## src/rtl/cpu_seq_pkg.sv

```systemverilog
// Shared encodings for the CPU control sequencer: FSM states, opcode classes,
// the HALT opcode pattern, PC-select codes and the decoded-class bundle.
package cpu_seq_pkg;

  typedef enum logic [2:0] {
    ST_RST   = 3'd0,
    ST_FETCH = 3'd1,
    ST_EXEC  = 3'd2,
    ST_MEM   = 3'd3,
    ST_WB    = 3'd4,
    ST_HALT  = 3'd5,
    ST_FAULT = 3'd6,
    ST_STEPW = 3'd7
  } state_e;

  localparam logic [1:0] CLS_ALU    = 2'b00;
  localparam logic [1:0] CLS_LOAD   = 2'b01;
  localparam logic [1:0] CLS_STORE  = 2'b10;
  localparam logic [1:0] CLS_BRANCH = 2'b11;

  localparam logic [4:0] HALT_PAT = 5'b11111;

  localparam logic [1:0] PS_HOLD = 2'b00;
  localparam logic [1:0] PS_INC  = 2'b01;
  localparam logic [1:0] PS_BR   = 2'b10;

  typedef struct packed {
    logic is_alu;
    logic is_load;
    logic is_store;
    logic is_branch;
    logic is_halt;
  } iclass_t;

endpackage

```

## src/rtl/cpu_seq_class_decode.sv

```systemverilog
// Combinational opcode-class decode of the instruction register.
// The HALT pattern lives inside class 11 and wins over BRANCH.
module cpu_seq_class_decode
  import cpu_seq_pkg::*;
#(
  parameter int IW = 16
) (
  input  logic [IW-1:0] IR,
  output iclass_t       cls
);

  logic [1:0] opc_s;
  logic       halt_s;
  logic       unused_ir_s;

  assign opc_s       = IR[IW-1:IW-2];
  assign halt_s      = (IR[IW-1:IW-5] == HALT_PAT);
  assign unused_ir_s = ^IR[IW-6:0];

  // One-hot class flags from the opcode field
  always_comb begin
    cls = '0;
    if (halt_s) begin
      cls.is_halt = 1'b1;
    end else begin
      case (opc_s)
        CLS_ALU:    cls.is_alu    = 1'b1;
        CLS_LOAD:   cls.is_load   = 1'b1;
        CLS_STORE:  cls.is_store  = 1'b1;
        CLS_BRANCH: cls.is_branch = 1'b1;
        default:    cls           = '0;
      endcase
    end
  end

endmodule

```

## src/rtl/cpu_control_sequencer.sv

```systemverilog
// Multi-cycle FETCH/EXEC/MEM/WB control FSM for the 16-bit CPU.
// Define CPU_SEQ_STEP_EN to park in STEPW after every retire until a rising edge on step.
module cpu_control_sequencer
  import cpu_seq_pkg::*;
#(
  parameter int IW     = 16,
  parameter int MEM_TO = 15
) (
  input  logic          clk,
  input  logic          reset,
  input  logic [IW-1:0] IR,
  input  logic          mem_ready,
  input  logic          branch_cond,
  input  logic          step,
  output logic [2:0]    State,
  output logic [1:0]    PS,
  output logic          IR_L,
  output logic          WR,
  output logic          MemRead,
  output logic          MemWrite,
  output logic          instr_done,
  output logic          halted,
  output logic          mem_fault
);

  localparam int CW = (MEM_TO > 1) ? $clog2(MEM_TO + 1) : 1;

`ifdef CPU_SEQ_STEP_EN
  localparam state_e RETIRE_ST = ST_STEPW;
`else
  localparam state_e RETIRE_ST = ST_FETCH;
`endif

  state_e        state_q, state_d;
  logic [CW-1:0] cnt_q, cnt_d;
  logic          mem_is_load_q, mem_is_load_d;
  logic          mem_read_q, mem_read_d;
  logic          mem_write_q, mem_write_d;
  logic          wr_q, wr_d;
  logic          halted_q, halted_d;
  logic          fault_q, fault_d;

  logic          wait_s;
  logic          timeout_s;
  logic          ir_l_s;
  logic [1:0]    ps_s;
  logic          done_s;
  iclass_t       cls_s;

  cpu_seq_class_decode #(.IW(IW)) u_class_decode (
    .IR  (IR),
    .cls (cls_s)
  );

`ifdef CPU_SEQ_STEP_EN
  logic step_q, step_d, step_rise_s;

  assign step_d      = step;
  assign step_rise_s = step & ~step_q;

  // Previous step level for edge detection, so a held step fires only once
  always_ff @(posedge clk or posedge reset) begin
    if (reset) begin
      step_q <= 1'b0;
    end else begin
      step_q <= step_d;
    end
  end
`else
  logic unused_step_s;

  assign unused_step_s = step;
`endif

  assign wait_s    = ((state_q == ST_FETCH) || (state_q == ST_MEM)) && !mem_ready;
  assign timeout_s = (MEM_TO != 0) && wait_s && (cnt_q == CW'(MEM_TO - 1));

  // State register, timeout counter and registered request/status strobes
  always_ff @(posedge clk or posedge reset) begin
    if (reset) begin
      state_q       <= ST_RST;
      cnt_q         <= '0;
      mem_is_load_q <= 1'b0;
      mem_read_q    <= 1'b0;
      mem_write_q   <= 1'b0;
      wr_q          <= 1'b0;
      halted_q      <= 1'b0;
      fault_q       <= 1'b0;
    end else begin
      state_q       <= state_d;
      cnt_q         <= cnt_d;
      mem_is_load_q <= mem_is_load_d;
      mem_read_q    <= mem_read_d;
      mem_write_q   <= mem_write_d;
      wr_q          <= wr_d;
      halted_q      <= halted_d;
      fault_q       <= fault_d;
    end
  end

  // Next-state logic and handshake timeout counting
  always_comb begin
    state_d       = state_q;
    mem_is_load_d = mem_is_load_q;
    case (state_q)
      ST_RST: state_d = ST_FETCH;
      ST_FETCH: begin
        if (timeout_s) begin
          state_d = ST_FAULT;
        end else if (mem_ready) begin
          state_d = ST_EXEC;
        end else begin
          state_d = ST_FETCH;
        end
      end
      ST_EXEC: begin
        if (cls_s.is_halt) begin
          state_d = ST_HALT;
        end else if (cls_s.is_branch) begin
          state_d = RETIRE_ST;
        end else if (cls_s.is_load) begin
          state_d       = ST_MEM;
          mem_is_load_d = 1'b1;
        end else if (cls_s.is_store) begin
          state_d       = ST_MEM;
          mem_is_load_d = 1'b0;
        end else if (cls_s.is_alu) begin
          state_d = ST_WB;
        end else begin
          state_d = ST_FETCH;
        end
      end
      ST_MEM: begin
        if (timeout_s) begin
          state_d = ST_FAULT;
        end else if (mem_ready) begin
          state_d = mem_is_load_q ? ST_WB : RETIRE_ST;
        end else begin
          state_d = ST_MEM;
        end
      end
      ST_WB:    state_d = RETIRE_ST;
      ST_HALT:  state_d = ST_HALT;
      ST_FAULT: state_d = ST_FAULT;
      ST_STEPW: begin
`ifdef CPU_SEQ_STEP_EN
        if (step_rise_s) begin
          state_d = ST_FETCH;
        end else begin
          state_d = ST_STEPW;
        end
`else
        state_d = ST_FETCH;
`endif
      end
      default: state_d = ST_FAULT;
    endcase

    if (state_d != state_q) begin
      cnt_d = '0;
    end else if (wait_s) begin
      cnt_d = cnt_q + CW'(1);
    end else begin
      cnt_d = cnt_q;
    end
  end

  // Output logic: handshake-qualified strobes this cycle, request flops for the next state
  always_comb begin
    ir_l_s      = 1'b0;
    ps_s        = PS_HOLD;
    done_s      = 1'b0;
    mem_read_d  = 1'b0;
    mem_write_d = 1'b0;
    wr_d        = 1'b0;
    halted_d    = 1'b0;
    fault_d     = 1'b0;

    case (state_q)
      ST_FETCH: begin
        if (mem_ready) begin
          ir_l_s = 1'b1;
          ps_s   = PS_INC;
        end else begin
          ir_l_s = 1'b0;
        end
      end
      ST_EXEC: begin
        if (cls_s.is_halt) begin
          done_s = 1'b1;
        end else if (cls_s.is_branch) begin
          done_s = 1'b1;
          ps_s   = branch_cond ? PS_BR : PS_HOLD;
        end else begin
          done_s = 1'b0;
        end
      end
      ST_MEM: done_s = mem_ready && !mem_is_load_q;
      ST_WB:  done_s = 1'b1;
      default: done_s = 1'b0;
    endcase

    // Requests are registered from the state being entered so they drop with the state
    case (state_d)
      ST_FETCH: mem_read_d = 1'b1;
      ST_MEM: begin
        mem_read_d  = mem_is_load_d;
        mem_write_d = !mem_is_load_d;
      end
      ST_WB:    wr_d     = 1'b1;
      ST_HALT:  halted_d = 1'b1;
      ST_FAULT: fault_d  = 1'b1;
      default:  wr_d     = 1'b0;
    endcase
  end

  assign State      = state_q;
  assign PS         = ps_s;
  assign IR_L       = ir_l_s;
  assign WR         = wr_q;
  assign MemRead    = mem_read_q;
  assign MemWrite   = mem_write_q;
  assign instr_done = done_s;
  assign halted     = halted_q;
  assign mem_fault  = fault_q;

endmodule
```

## config.mk

```make
export PLATFORM = sky130hd
export DESIGN_NAME = cpu_control_sequencer
export DESIGN_NICKNAME = d
export VERILOG_FILES = /design/src/rtl/cpu_seq_pkg.sv /design/src/rtl/cpu_seq_class_decode.sv /design/src/rtl/cpu_control_sequencer.sv
export SDC_FILE = /design/constraint.sdc
export NUM_CORES = 1
export LEC_CHECK = 0
export BUFFER_PORTS_ARGS = -buffer_cell sky130_fd_sc_hd__buf_2
export CAP_MARGIN = 30
export CORE_UTILIZATION = 45
export CTS_CLUSTER_DIAMETER = 120
export DETAILED_ROUTE_END_ITERATION = 12
export PLACE_DENSITY = 0.79
export SETUP_SLACK_MARGIN = 0.1
export SYNTH_ARGS = -nofsm -noshare
export SYNTH_HDL_FRONTEND = slang
export SYNTH_SLANG_ARGS = --single-unit
```

## constraint.sdc

```tcl
create_clock -name clk -period 2 [get_ports clk]
set_clock_uncertainty 0.2 [all_clocks]
set_input_delay 0.4 -clock clk [delete_from_list [all_inputs] [get_ports clk]]
set_output_delay 0.4 -clock clk [all_outputs]
set_load 0.05 [all_outputs]
```

### After elaboration in Yosys (flattened, before gate mapping)

Cells that the tools add are included.

| cells by class | value |
|---|---|
| equality and inequality tests | 18 |
| $add $sub $neg | 1 |
| reductions and logical operators | 11 |
| multiplexer cells | 39 |

Operator list:

| operator | number |
|---|---|
| 3-bit 2-to-1 mux | 9 |
| 3-bit equality test (second input constant) | 7 |
| 1-bit 2-to-1 mux | 19 |
| 3-bit one-hot mux with 6 select lines | 1 |
| 4-bit 2-to-1 mux | 3 |
| 3-bit by 2-bit equality test with 1-bit output (second input constant) | 3 |
| 2-bit 2-to-1 mux | 4 |
| 3-bit by 1-bit equality test with 1-bit output (second input constant) | 2 |
| 5-bit equality test (second input constant) | 1 |
| 4-bit by 1-bit adder with 4-bit output (second input constant) | 1 |
| 2-bit equality test (second input constant) | 2 |
| 4-bit equality test (second input constant) | 1 |
| 2-bit one-hot mux with 2 select lines | 1 |
| 1-bit logical AND | 3 |
| 1-bit zero test | 3 |
| 3-bit zero test | 1 |
| 3-bit inequality test | 1 |
| 1-bit one-hot mux with 3 select lines | 1 |
| 3-bit OR reduction | 1 |
| 2-bit by 1-bit equality test with 1-bit output (second input constant) | 1 |
| 2-bit zero test | 1 |
| 1-bit one-hot mux with 2 select lines | 1 |
| 2-bit nonzero test | 1 |
| 1-bit logical OR | 1 |

| storage, ports and cells | value |
|---|---|
| bits in registers | 13 |
| word-level logic and storage cells | 77 |

### Depth between registers and ports, before layout

| logic depth | value |
|---|---|
| word-level depth | 11 |
| mapped depth | 7 |

### Cells and area by module

A second synthesis with hierarchy kept.

| unflattened totals | value |
|---|---|
| cells, all modules | 93 |
| area, all modules | 854.6 sq um |

Modules (own cells, without submodules):

| module | instances | area an instance (sq um) | sequential area each (sq um) | cells an instance |
|---|---|---|---|---|
| cpu_control_sequencer | 1 | 812.0 | 325.3 | 85 |
| cpu_seq_class_decode | 1 | 42.5 | 0.0 | 8 |

### Worst setup path after synthesis

No wires, ideal clock.

| path | value |
|---|---|
| path kind | flip-flop to output port |
| start point | register state_q[1] (netlist: State[1]) |
| end point | output PS[1] |
| data required time | 1400 ps |
| path slack | -1368 ps |
| cell stages (with the launch flop) | 4 |
| arrival time | 2768 ps |
| path buffers | 1 |
| cell sequence | dfrtp_1 -> buf_2 -> nand4b_1 -> nor4b_1 |

| on the way | value |
|---|---|
| word-level cells in the longest chain between the ends | 2 |
| elaborated cells on any way between the ends | 3 |
| classes of those cells | eq/ne (2); mux (1) |

Ends and longest elaborated chain:

| item | line | RTL |
|---|---|---|
| start: declaration | cpu_control_sequencer.sv:34 | `state_e state_q, state_d;` |
| start signal: assignment | cpu_control_sequencer.sv:90 | `state_q <= state_d;` |
| 3-bit by 2-bit equality test with 1-bit output or 3-bit by 1-bit equality test with 1-bit output (tied branches) | cpu_control_sequencer.sv:179 | `case (state_q)` |
| 2-bit one-hot mux with 2 select lines * | cpu_control_sequencer.sv:179 |  |
| end: declaration | cpu_control_sequencer.sv:16 | `output logic [1:0] PS,` |

Mark *: on every way between the ends. The rest lies on a longest branch, timed or not.

### Worst setup path after layout

| path | value |
|---|---|
| start point | register state_q[0] (netlist: State[0]) |
| end point | output PS[1] |

Same word-level chain as after synthesis.

==> run metrics <==
clock latency on the worst-skew pair ~0.26 ns; most frequent cells after synthesis 13 x dfrtp_1, 8 x inv_1, 8 x nand2_1; Async S/R FF share, synth between 90% and 100%; wirelength, routed between 1.5 and 2 mm; pin count of the biggest net entering global routing 14; routed vias ~720; status finished, violations left; worst reg2reg startpoint State[1]$_DFF_PP0_; IR drop worst, VDD approximately 0.0008 V; synthesized instance count 87; final setup margin -0.0690 ns; post-synthesis compound-gate area fraction between 10% and 20%; clock tree from TritonCTS yes; H-tree depth 1; required time at the endpoint of the critical path about 1.4 ns; portion of netlist area occupied by mux cells 0%; most numerous cell in the Yosys netlist dfrtp_1; Final min period 2.07 ns; slew of the pin with the lowest slew margin approximately 0.47 ns; crit path from State[0]$_DFF_PP0_; area enclosed by the die boundary 0.00202 sq mm; CTS Root Cell clkbuf_4; register-to-register setup slack 0.10 ns; dominant combinational cell family by area after synthesis simple AND/OR/NAND/NOR gates; fraction of synthesized cell area taken by the top area cell type between 30% and 40%; Ports 33; Die Width 44.9 microns; detailed placer's ending HPWL 1.32 mm; Final ANT Viol Nets 0; average size of a mapped cell about 9.5 sq um; max-cap check violation count 0; Mapped Nets 110; share of post-route cells with drive strength above 1 roughly half; fraction of the cycle the final worst path needs 103%; multi-input combinational cell area 510 sq um; XOR/XNOR Fraction of Synth Area under 10%; number of enable flip-flop cells after synthesis 0; area leader, netlist dfrtp_1; most instantiated flip-flop cell in the synthesis netlist dfrtp_1; routability congestion estimate from global placement between 0.7 and 0.8; start-to-end type of the worst setup path register to output pin; endpoint of the lowest-slack register-to-register path MemRead$_DFF_PP0_; vias in the first global route roughly 650; worst min-delay path category primary input to register; worst setup slack before clock tree synthesis 0.0567 ns; number of antenna cells inserted 0; warning count from the yosys run 0; total power approximately 1.6 mW; flops & latches, synth 13; number of detailed-route iterations in the first pass 7; drt wl/cell between 10 and 15 microns; Rows 15; Setup crit end kind output pin; sequential standard cell area ~330 sq um; Post-layout nets about 140; timing endpoint of the critical path PS[1]; CTS Buf Count 3; post-synthesis instance area 828 sq um; number of setup violations in the final report 2; register clock-pin slew on the reported worst setup and hold paths approximately 0.070 ns; number of vias per cell roughly 5; violated checks setup timing; effective utilization at floorplan between 40 and 50%; share of the yosys chip area belonging to registers 39.3%; Std-Cell Core Area around 0.0017 sq mm; DRC violations left 0; unrepaired setup endpoints after global routing yes; grt ovf 0; Power per Cell Area 1410 mW/mm^2; vertical die dimension 44.9 microns; sink count of the clock tree 13; adder-cell area share of the yosys netlist between 3 and 4%; post-synth cell types 35; area delta synth->final 36.4%; Post-Synth Simple-Gate Area approximately 28%; global-route total usage across every layer about a fifth; leakage power 0.516 nW; arrival time at the worst endpoint approximately 1.5 ns; Worst Reg2Reg Path Length in Cells 6; synth top area cells dfrtp_1 39%, xor2_1 4.2%, buf_6 4.1%, inv_1 3.6%, nand2_1 3.6%; CTS max path bufs 2; antenna violations before repair 0; fmax just under 0.5 GHz; Iteration-0 DRC Markers 6; worst max-slew margin expressed relative to the limit 68.4%; Worst setup SP type register; number of failing hold endpoints at the final stage 0; critical-path maximum fanout 7; total count of max-transition violations in the final report 0; count of input and output buffers 20; filler instances approximately 160; first-pass GRT wire length 2.78 mm
worst min-delay path by stage:
stage	cells past startpoint	startpoint	end	slack (ns)
finish	4	mem_ready	cnt_q[0]$_DFFE_PP0P_	0.38
global route	4	mem_ready	cnt_q[0]$_DFFE_PP0P_	0.40
CTS	4	mem_ready	cnt_q[0]$_DFFE_PP0P_	0.37
detailed placement	2	reset	cnt_q[1]$_DFFE_PP0P_	0.24
global placement	2	reset	cnt_q[3]$_DFFE_PP0P_	0.23
floorplan	1	reset	MemRead$_DFF_PP0_	0.08
flip-flops by register name, summed over array words and instances (netlist names):
| name | flops |
|---|---|
| mem_fault | 1 |
| State | 3 |
| mem_is_load_q | 1 |
| MemRead | 1 |
| WR | 1 |
| halted | 1 |
| MemWrite | 1 |
| cnt_q | 4 |
final cells by class:
cell class              count  share of cell area [%]
well taps                  25                    2.77
flip-flops and latches     13                    29.1
inverters                   8                    2.66
repair buffers             31                    17.9
clock buffers               4                    2.33
multi-input cells          61                    45.2
repair_timing:
action / CTS / global route
cloned: 0 / 0
pin swaps: 4 / 2
endpoints found under the setup margin: 5 / 8
endpoints found under the hold margin: 13 / 0
buffers inserted: 4 / 4
gates resized for setup: 9 / 6
hold buffers: 1 / 0
stage by stage:
stage                     instance area, sq um  hold WS [ns]  cells  setup TNS, ns  util [%]
after global routing                      1130         0.401    142         -0.185      65.4
after floorplan                            878        0.0768     87         -0.218         -
after global placement                     968         0.228    129              0      56.1
final                                     1130         0.376    142        -0.0691      65.4
after CTS                                 1070         0.370    138        -0.0951      61.8
after detailed placement                   968         0.240    129              0      56.1
per-layer routing:
metal / track usage [%] / up-vias / routed length (microns)
li1: - / 366 / -
met1: 25.6 / 341 / 873
met2: 31.8 / 16 / 965
met3: 1.20 / 0 / 39
met4: 6.67 / 0 / 0
met5: 0 / - / 0
worst max-delay path, cell delays in order, from the launching register on:
cell      delay, ns
dfrtp_2        0.45
nand4b_1       0.29
nor4b_4        0.27
buf_6          0.19
cell families after synthesis:
| logic type | Yosys count |
|---|---|
| flip-flops | 13 |
| adder cells (fa/ha/maj) | 2 |
| buffers and inverters | 13 |
| XOR/XNOR | 4 |
| AO/OA/AOI/OAI | 18 |
| AND/OR/NAND/NOR | 37 |
cell usage in the layout (no fill, tap or decap), drive strengths merged, types with 2 or more instances in the layout:
master / netlist / final
ha: 2 / 2
clkbuf: 0 / 4
nand4b: 2 / 2
o21ai: 4 / 4
a22oi: 2 / 2
xor2: 4 / 4
nor3: 2 / 2
nor3b: 3 / 3
nor2: 7 / 7
nand3: 4 / 4
inv: 8 / 8
buf: 5 / 30
nand2: 8 / 8
a21oi: 2 / 2
a31oi: 2 / 2
or2b: 3 / 3
dfrtp: 13 / 13
o22ai: 2 / 2
power by group:
| part | leakage, nW | internal (mW) | switching, mW | total, mW |
|---|---|---|---|---|
| Sequential | 0.163 | 0.336 | 0.0636 | 0.399 |
| Clock | 0.0150 | 0.0771 | 0.0746 | 0.152 |
| Combinational | 0.338 | 0.387 | 0.655 | 1.04 |
| Total | 0.516 | 0.800 | 0.794 | 1.59 |
Power figures use the tool's default switching activity.
